[src/rtl/iiitb_pwm_btn_cond.sv]
// Two-channel push-button conditioner: synchronise, debounce and arbitrate raw pad
// buttons into single-cycle duty commands. Define IIITB_BTN_AUTOREPEAT_EN for hold-to-repeat.

module iiitb_pwm_btn_cond_chan #(
   parameter int DB_CYCLES     = 16,
   parameter int REPEAT_DELAY  = 64,
   parameter int REPEAT_PERIOD = 16
) (
   input  logic clk,
   input  logic reset_n,
   input  logic raw,
   input  logic pulse_busy,
   output logic req,
   output logic held_next
);

   typedef enum logic [1:0] {
      IDLE,
      DEB_PRESS,
      HELD,
      DEB_RELEASE
   } state_t;

   localparam logic [15:0] DB_LIMIT = 16'(DB_CYCLES);

   if (DB_CYCLES < 2 || DB_CYCLES > 65535 ||
       REPEAT_DELAY < 1 || REPEAT_DELAY > 65535 ||
       REPEAT_PERIOD < 1 || REPEAT_PERIOD > 65535) begin : g_bad_params
      $error("iiitb_pwm_btn_cond: timing parameter out of range");
   end

   logic        sync_meta;
   logic        sync;
   state_t      state;
   state_t      state_next;
   logic [15:0] db_cnt;
   logic [15:0] db_cnt_next;
   logic        press_req;
   logic        rpt_req;

   // NOTE: clocked state uses non-blocking assignments so every flop samples pre-edge values.
   always_ff @(posedge clk or negedge reset_n) begin
      if (!reset_n) begin
         sync_meta <= 1'b0;
         sync      <= 1'b0;
      end else begin
         sync_meta <= raw;
         sync      <= sync_meta;
      end
   end

   always_ff @(posedge clk or negedge reset_n) begin
      if (!reset_n) begin
         state  <= IDLE;
         db_cnt <= '0;
      end else begin
         state  <= state_next;
         db_cnt <= db_cnt_next;
      end
   end

   // NOTE: every always_comb output gets a default first so no path infers a latch.
   always_comb begin
      state_next  = state;
      db_cnt_next = '0;
      unique case (state)
         IDLE: begin
            if (sync) begin
               state_next  = DEB_PRESS;
               db_cnt_next = 16'd1;
            end
         end
         DEB_PRESS: begin
            if (!sync)                    state_next  = IDLE;
            else if (db_cnt == DB_LIMIT)  state_next  = HELD;
            else                          db_cnt_next = db_cnt + 16'd1;
         end
         HELD: begin
            if (!sync) begin
               state_next  = DEB_RELEASE;
               db_cnt_next = 16'd1;
            end
         end
         DEB_RELEASE: begin
            if (sync)                     state_next  = HELD;
            else if (db_cnt == DB_LIMIT)  state_next  = IDLE;
            else                          db_cnt_next = db_cnt + 16'd1;
         end
         default: state_next = IDLE;
      endcase
   end

   always_comb begin
      press_req = (state == DEB_PRESS) && (state_next == HELD);
      held_next = (state_next == HELD) || (state_next == DEB_RELEASE);
      // The own-channel busy gate keeps two pulses from ever landing back to back.
      req       = (press_req || rpt_req) && !pulse_busy;
   end

`ifdef IIITB_BTN_AUTOREPEAT_EN
   localparam logic [15:0] RD_LOAD = 16'(REPEAT_DELAY);
   localparam logic [15:0] RP_LOAD = 16'(REPEAT_PERIOD);

   logic        in_hold;
   logic [15:0] rpt_cnt;

   assign in_hold = (state == HELD) || (state == DEB_RELEASE);

   // Counts down to the next repeat; a bounce back into HELD keeps the running phase.
   always_ff @(posedge clk or negedge reset_n) begin
      if (!reset_n) begin
         rpt_cnt <= '0;
      end else if (press_req) begin
         rpt_cnt <= RD_LOAD;
      end else if (in_hold) begin
         rpt_cnt <= (rpt_cnt == 16'd1) ? RP_LOAD : rpt_cnt - 16'd1;
      end else begin
         rpt_cnt <= '0;
      end
   end

   assign rpt_req = in_hold && held_next && (rpt_cnt == 16'd1);
`else
   assign rpt_req = 1'b0;
`endif

endmodule

module iiitb_pwm_btn_cond #(
   parameter int DB_CYCLES     = 16,
   parameter int REPEAT_DELAY  = 64,
   parameter int REPEAT_PERIOD = 16
) (
   input  logic clk,
   input  logic reset_n,
   input  logic inc_raw,
   input  logic dec_raw,
   output logic inc_pulse,
   output logic dec_pulse,
   output logic inc_held,
   output logic dec_held
);

   logic inc_req;
   logic dec_req;
   logic inc_held_next;
   logic dec_held_next;

   iiitb_pwm_btn_cond_chan #(
      .DB_CYCLES     (DB_CYCLES),
      .REPEAT_DELAY  (REPEAT_DELAY),
      .REPEAT_PERIOD (REPEAT_PERIOD)
   ) u_inc (
      .clk        (clk),
      .reset_n    (reset_n),
      .raw        (inc_raw),
      .pulse_busy (inc_pulse),
      .req        (inc_req),
      .held_next  (inc_held_next)
   );

   iiitb_pwm_btn_cond_chan #(
      .DB_CYCLES     (DB_CYCLES),
      .REPEAT_DELAY  (REPEAT_DELAY),
      .REPEAT_PERIOD (REPEAT_PERIOD)
   ) u_dec (
      .clk        (clk),
      .reset_n    (reset_n),
      .raw        (dec_raw),
      .pulse_busy (dec_pulse),
      .req        (dec_req),
      .held_next  (dec_held_next)
   );

   // Coincident requests cancel each other; nothing is queued for later.
   always_ff @(posedge clk or negedge reset_n) begin
      if (!reset_n) begin
         inc_pulse <= 1'b0;
         dec_pulse <= 1'b0;
         inc_held  <= 1'b0;
         dec_held  <= 1'b0;
      end else begin
         inc_pulse <= inc_req && !dec_req;
         dec_pulse <= dec_req && !inc_req;
         inc_held  <= inc_held_next;
         dec_held  <= dec_held_next;
      end
   end

endmodule

[config.mk]
export PLATFORM = sky130hd
export DESIGN_NAME = iiitb_pwm_btn_cond
export DESIGN_NICKNAME = d
export VERILOG_FILES = /design/src/rtl/iiitb_pwm_btn_cond.sv
export SDC_FILE = /design/constraint.sdc
export NUM_CORES = 1
export LEC_CHECK = 0
export BUFFER_PORTS_ARGS = -buffer_cell sky130_fd_sc_hd__buf_2
export CELL_PAD_IN_SITES_DETAIL_PLACEMENT = 0
export CELL_PAD_IN_SITES_GLOBAL_PLACEMENT = 2
export CORE_AREA = 2 2 76 78
export DETAILED_ROUTE_END_ITERATION = 6
export DIE_AREA = 0 0 78 80
export MAX_ROUTING_LAYER = met4
export PLACE_DENSITY_LB_ADDON = 0.1
export SYNTH_ARGS = -nofsm -noshare
export SYNTH_HDL_FRONTEND = slang
export SYNTH_SLANG_ARGS = --single-unit
[constraint.sdc]
create_clock -name clk -period 2.1 [get_ports clk]
set_input_delay 0.42 -clock clk [delete_from_list [all_inputs] [get_ports clk]]
set_output_delay 0.42 -clock clk [all_outputs]
set_load 0.05 [all_outputs]
# [Word level (Yosys, flattened, before mapping)]
# Index checks and enable logic that the tools add are counted.
[word_totals] elab_cells=66 output_inout_bits=4 in_bits=4 register_bits=44
[op_classes] mux=26 reduce_logical=14 eq_ne=12 add_sub_neg=2
[op_table] op="$pmux W16 S4" count=2
[op_table] op="$mux W16" count=6
[op_table] op="$add A16 B1 Y16 const B" count=2
[op_table] op="$eq A16 B5 Y1 const B" count=2
[op_table] op="$mux W2" count=12
[op_table] op="$eq A2 B2 Y1 const B" count=8
[op_table] op="$pmux W2 S4" count=2
[op_table] op="$logic_and A1 B1 Y1" count=6
[op_table] op="$eq A2 B1 Y1 const B" count=2
[op_table] op="$logic_not A1 Y1" count=4
[op_table] op="$logic_not A2 Y1" count=2
[op_table] op="$mux W1" count=4
[op_table] op="$logic_or A1 B1 Y1" count=2

# [Longest topological paths before layout]
[logic_depth] depth_word=9 ltp_mapped=7 mapped_depth_nobuf=6

# [Hierarchy]
# Synthesis repeated with hierarchy kept, for this count alone.
[unflattened] hier_cells=196 area_unflattened_um2=2147.1
[by_module_without_submodules] mod="iiitb_pwm_btn_cond_chan" cells_each=95 area_per_inst_um2=1016.0 n_inst=2 seq_area_each_um2=500.5
[by_module_without_submodules] mod="iiitb_pwm_btn_cond" cells_each=6 area_per_inst_um2=115.1 n_inst=1 seq_area_each_um2=100.1

# [Worst setup path before layout]
# OpenSTA, ideal clock, no wires.
[synth_timing] path_kind="register -> register" from="reg u_inc.db_cnt[0]" to="reg u_inc.db_cnt[0]" setup_time_ns=0.132 period_less_slack_ns=1.553 required_ns=1.968 path_slack_ns=0.547 t_arrival_ns=1.421 path_stages_with_launch=7 path_buffers=0 path_cell_list="dfrtp_1 > inv_1 > ha_1 > nor4b_1 > nand4_1 > and2_1 > a21boi_0"
[synth_via] elab_chain_len=4 word_cells_on_any_way=6 cone_classes="add/sub: 1; eq/ne: 1; mux: 4"
[synth_lines] item="start, declared" line_no="36" rtl="logic [15:0] db_cnt;"
[synth_lines] item="start signal, assigned" line_no="58" rtl="db_cnt <= db_cnt_next;"
[synth_lines] item="$add A16 B1 Y16 / $eq A16 B5 Y1 (equally long branches)"
[synth_lines] item="$mux W16 *" line_no="75, 86"
[synth_lines] item="$mux W16 (on tied branches)" line_no="85, 74"
[synth_lines] item="$pmux W16 S4 *" line_no="66" rtl="unique case (state)"
[synth_lines] item="net u_inc.db_cnt_next[0]" line_no="37" rtl="logic [15:0] db_cnt_next;"
# The timed path passes the listed nets; every way through them passes the cells marked *.

# [Worst setup path in the final report]
[layout_timing] from="reg u_inc.db_cnt[7]" to="reg u_inc.db_cnt[0]"
[layout_via] elab_chain_len=4 word_cells_on_any_way=5 cone_classes="eq/ne: 1; mux: 4"
[layout_lines] item="$eq A16 B5 Y1 *" line_no="75, 86"
[layout_lines] item="$mux W16 *" line_no="75, 86"
[layout_lines] item="$mux W16 (on tied branches)" line_no="85, 74"
[layout_lines] item="$pmux W16 S4 *" line_no="66"
[layout_lines] item="net u_inc.db_cnt_next[0]" line_no="37"
# Marked as above.

==> flow_summary.json <==
{
  "status": "finished clean",
  "cts.sinks": 44,
  "ys_seq_area_frac": 0.529,
  "antenna_found_initial": 0,
  "grt_max_degree": 45,
  "synthToLayoutAreaGrowth_pct": 11.7,
  "finalCritPeriodShare": 0.852,
  "setup_violations": 0,
  "gp_congestion": 0.718,
  "grt_first_pass_wirelength_um": 7260,
  "avgRoutedWirePerCell_um": 14.4,
  "port_buffers": 7,
  "ys.warnings.count": 0,
  "timing.rr.start": "u_inc.db_cnt[7]",
  "fmaxAchievable_ghz": 0.559,
  "htreeDepth": 2,
  "setup_tns_ns": 0,
  "ys_seq_elements": 44,
  "ios": 8,
  "worstPathArrival_ns": 1.95,
  "drv_cap": 0,
  "synth.cell_area_um2": 2080,
  "synthesis.nets": 207,
  "die_h_um": 80,
  "relSlewSlack": 0.618,
  "fp.coreArea_um2": 5410,
  "synth.distinct_cells": 33,
  "postSynthCellCount": 199,
  "power_leakage_uw": 0.000960,
  "power.density_nw_per_um2": 637,
  "drc": 0,
  "root_buffer": "clkbuf_8",
  "drt_pre_antenna_iters": 4,
  "grt-ovfl-total": 0,
  "fin_util": 0.430,
  "cts_buffers": 5,
  "crit_start": "u_inc.db_cnt[7]",
  "rsz0062_at_grt": "false",
  "worstPathRequired_ns": 2.26,
  "final_layout_size_suffix_gt1_frac": 0.127,
  "cts_tree": "yes",
  "final_cells": 285,
  "reg2regPathDepth": 4,
  "n_antenna_cell": 0,
  "design.die.area_um2": 6240,
  "num-fill-cells": 550,
  "start_util": 0.385,
  "crit_end": "u_inc.db_cnt[0]",
  "cts_buffer_depth": 2,
  "dp_hpwl_um": 2900,
  "irDropWorstVdd_v": 0.000320,
  "wl_um": 4090,
  "min_period_ns": 1.79,
  "critPathLaunchType": "register",
  "critPathMaxFanout": 5,
  "post-synth-top-area-cell": "dfrtp_1",
  "finalPower_uw": 1480,
  "regToRegSetupSlack_ns": 0.31,
  "dr.first_iter.drc_count": 89,
  "pre_cts_slack_ns": 0.203,
  "critical_path_class": "register to register",
  "holdCritPathClass": "primary input to async pin",
  "avgViaCountPerCell": 5.09,
  "grt_pass1_vias": 1551,
  "syn_area_per_cell_um2": 10.5,
  "finClkSkew_ns": 0.00632,
  "die_w_um": 78,
  "rows": 27,
  "dp_cells": 277,
  "timing.final.ws_setup_ns": 0.311,
  "cts.clk_slew.worst_paths_ns": 0.08,
  "netlist.area_leader.share": 0.529,
  "ant_nets": 0,
  "multiInputGateArea_um2": 935,
  "tightest_slew_ns": 0.573,
  "clock_latency_ns": 0.29,
  "regArea_um2": 1100,
  "hold_viol_final": 0,
  "ctsHoldBuffers": 0,
  "final_nets": 220,
  "final_max_slew_viol_count": 0,
  "r2r-end": "u_inc.db_cnt[0]",
  "critPathCaptureType": "register",
  "num_vias": 1452,
  "grt_usage": 0.155,
  "synth_area_leaders": "dfrtp_1 (53%), xnor2_1 (5.9%), xor2_1 (5.5%)"
}
[synthesized netlist by cell type, drive strengths merged]
cell and instances:
and3 1, nor3 7, nor2 29, a21boi 2
and4 4, inv 8, nand4 12, nor3b 1
or2 1, a21oi 3, nand3 12, o31a 1
o31ai 1, or3 4, xnor2 14, clkbuf 3
nor4bb 1, nand2b 1, ha 4, nor4b 5
xor2 13, o21ai 2, nor4 8, dfrtp 44
nand2 9, or4 1, and2 2, mux2 4
buf 2
[worst max-delay path, cell delays in order (launching register included)]
cell and delay [ns]:
dfrtp_1 0.43, nor4_1 0.50, nand4_1 0.33, and2_1 0.28, a21boi_0 0.13
[per-layer routing]
layer  vias up  track usage  wire length [um]
met3         5       0.0317                98
met5         -            -                 0
met1       712        0.161              1730
met4         0       0.0526                47
met2        14        0.291              2220
li1        721            -                 -
[cells in the final DEF (no fill, tap or decap), types with 2 or more instances in the layout]
master    synthesis  layout
nor3_1            7       7
nand3_1          12      12
and2_1            2       2
nor4b_1           4       3
mux2_2            4       4
a21boi_0          2       2
nor4_1            8       8
buf_2             2       7
inv_1             8       8
nor2_1           29      29
nand4_1          11      11
buf_4             0       3
clkbuf_8          0       6
nand2_1           9       9
o21ai_0           2       2
a21oi_1           3       3
xnor2_1          14      14
dfrtp_1          44      44
xor2_1           13      13
and4_1            4       4
clkinv_2          0       2
or3_1             3       3
ha_1              4       4
nor4b_2           1       2
[sequential cells by signal (all words and copies together) (netlist names)]
register         count
u_inc.db_cnt        16
u_dec.sync           1
u_dec.db_cnt        16
u_inc.sync_meta      1
dec_held             1
inc_held             1
u_dec.sync_meta      1
dec_pulse            1
u_dec.state          2
u_inc.sync           1
inc_pulse            1
u_inc.state          2
[final cells by class]
cell class	instances	share of cell area
Multi-Input combinational cell	142	0.402
Inverter	8	0.0129
Timing Repair Buffer	11	0.0334
Clock inverter	2	0.00430
Clock buffer	6	0.0355
Sequential cell	44	0.473
Tap cell	72	0.0387
[worst min path at each step]
stage / start / end / slack [ns] / cells past startpoint
floorplan: reset_n / dec_held / 0.12 / 0
global placement: u_dec.sync_meta / u_dec.sync / 0.33 / 0
detailed placement: u_dec.sync_meta / u_dec.sync / 0.33 / 0
CTS: reset_n / u_dec.db_cnt[8] / 0.22 / 2
global route: inc_raw / u_inc.sync_meta / 0.21 / 1
finish: reset_n / u_dec.db_cnt[8] / 0.19 / 2
[metrics by stage]
step | area (um2) | hold WS [ns]
finish | 2330 | 0.185
global route | 2330 | 0.211
CTS | 2320 | 0.216
detailed placement | 2230 | 0.335
global placement | 2230 | 0.334
floorplan | 2080 | 0.124
[cells by family after synthesis]
| family | synth area share |
|---|---|
| and+or+nand+nor | 0.260 |
| AOI/OAI and AO/OA | 0.0270 |
| xor gates and xnor gates | 0.114 |
| DFF | 0.529 |
| buffers and inverters | 0.0252 |
| adders and majority gates | 0.0240 |
| muxes | 0.0216 |
[where the power goes]
part	switching, uW	internal, uW
logic	40.4	22.5
registers	10.8	857
clock network	287	263
[timing repair]
action	in CTS	in global routing
hold endpoints to repair	0	0
setup endpoints to repair	0	1
setup buffers	0	0
gates resized for setup	0	1
No activity file was read; power rests on OpenSTA's default activity.
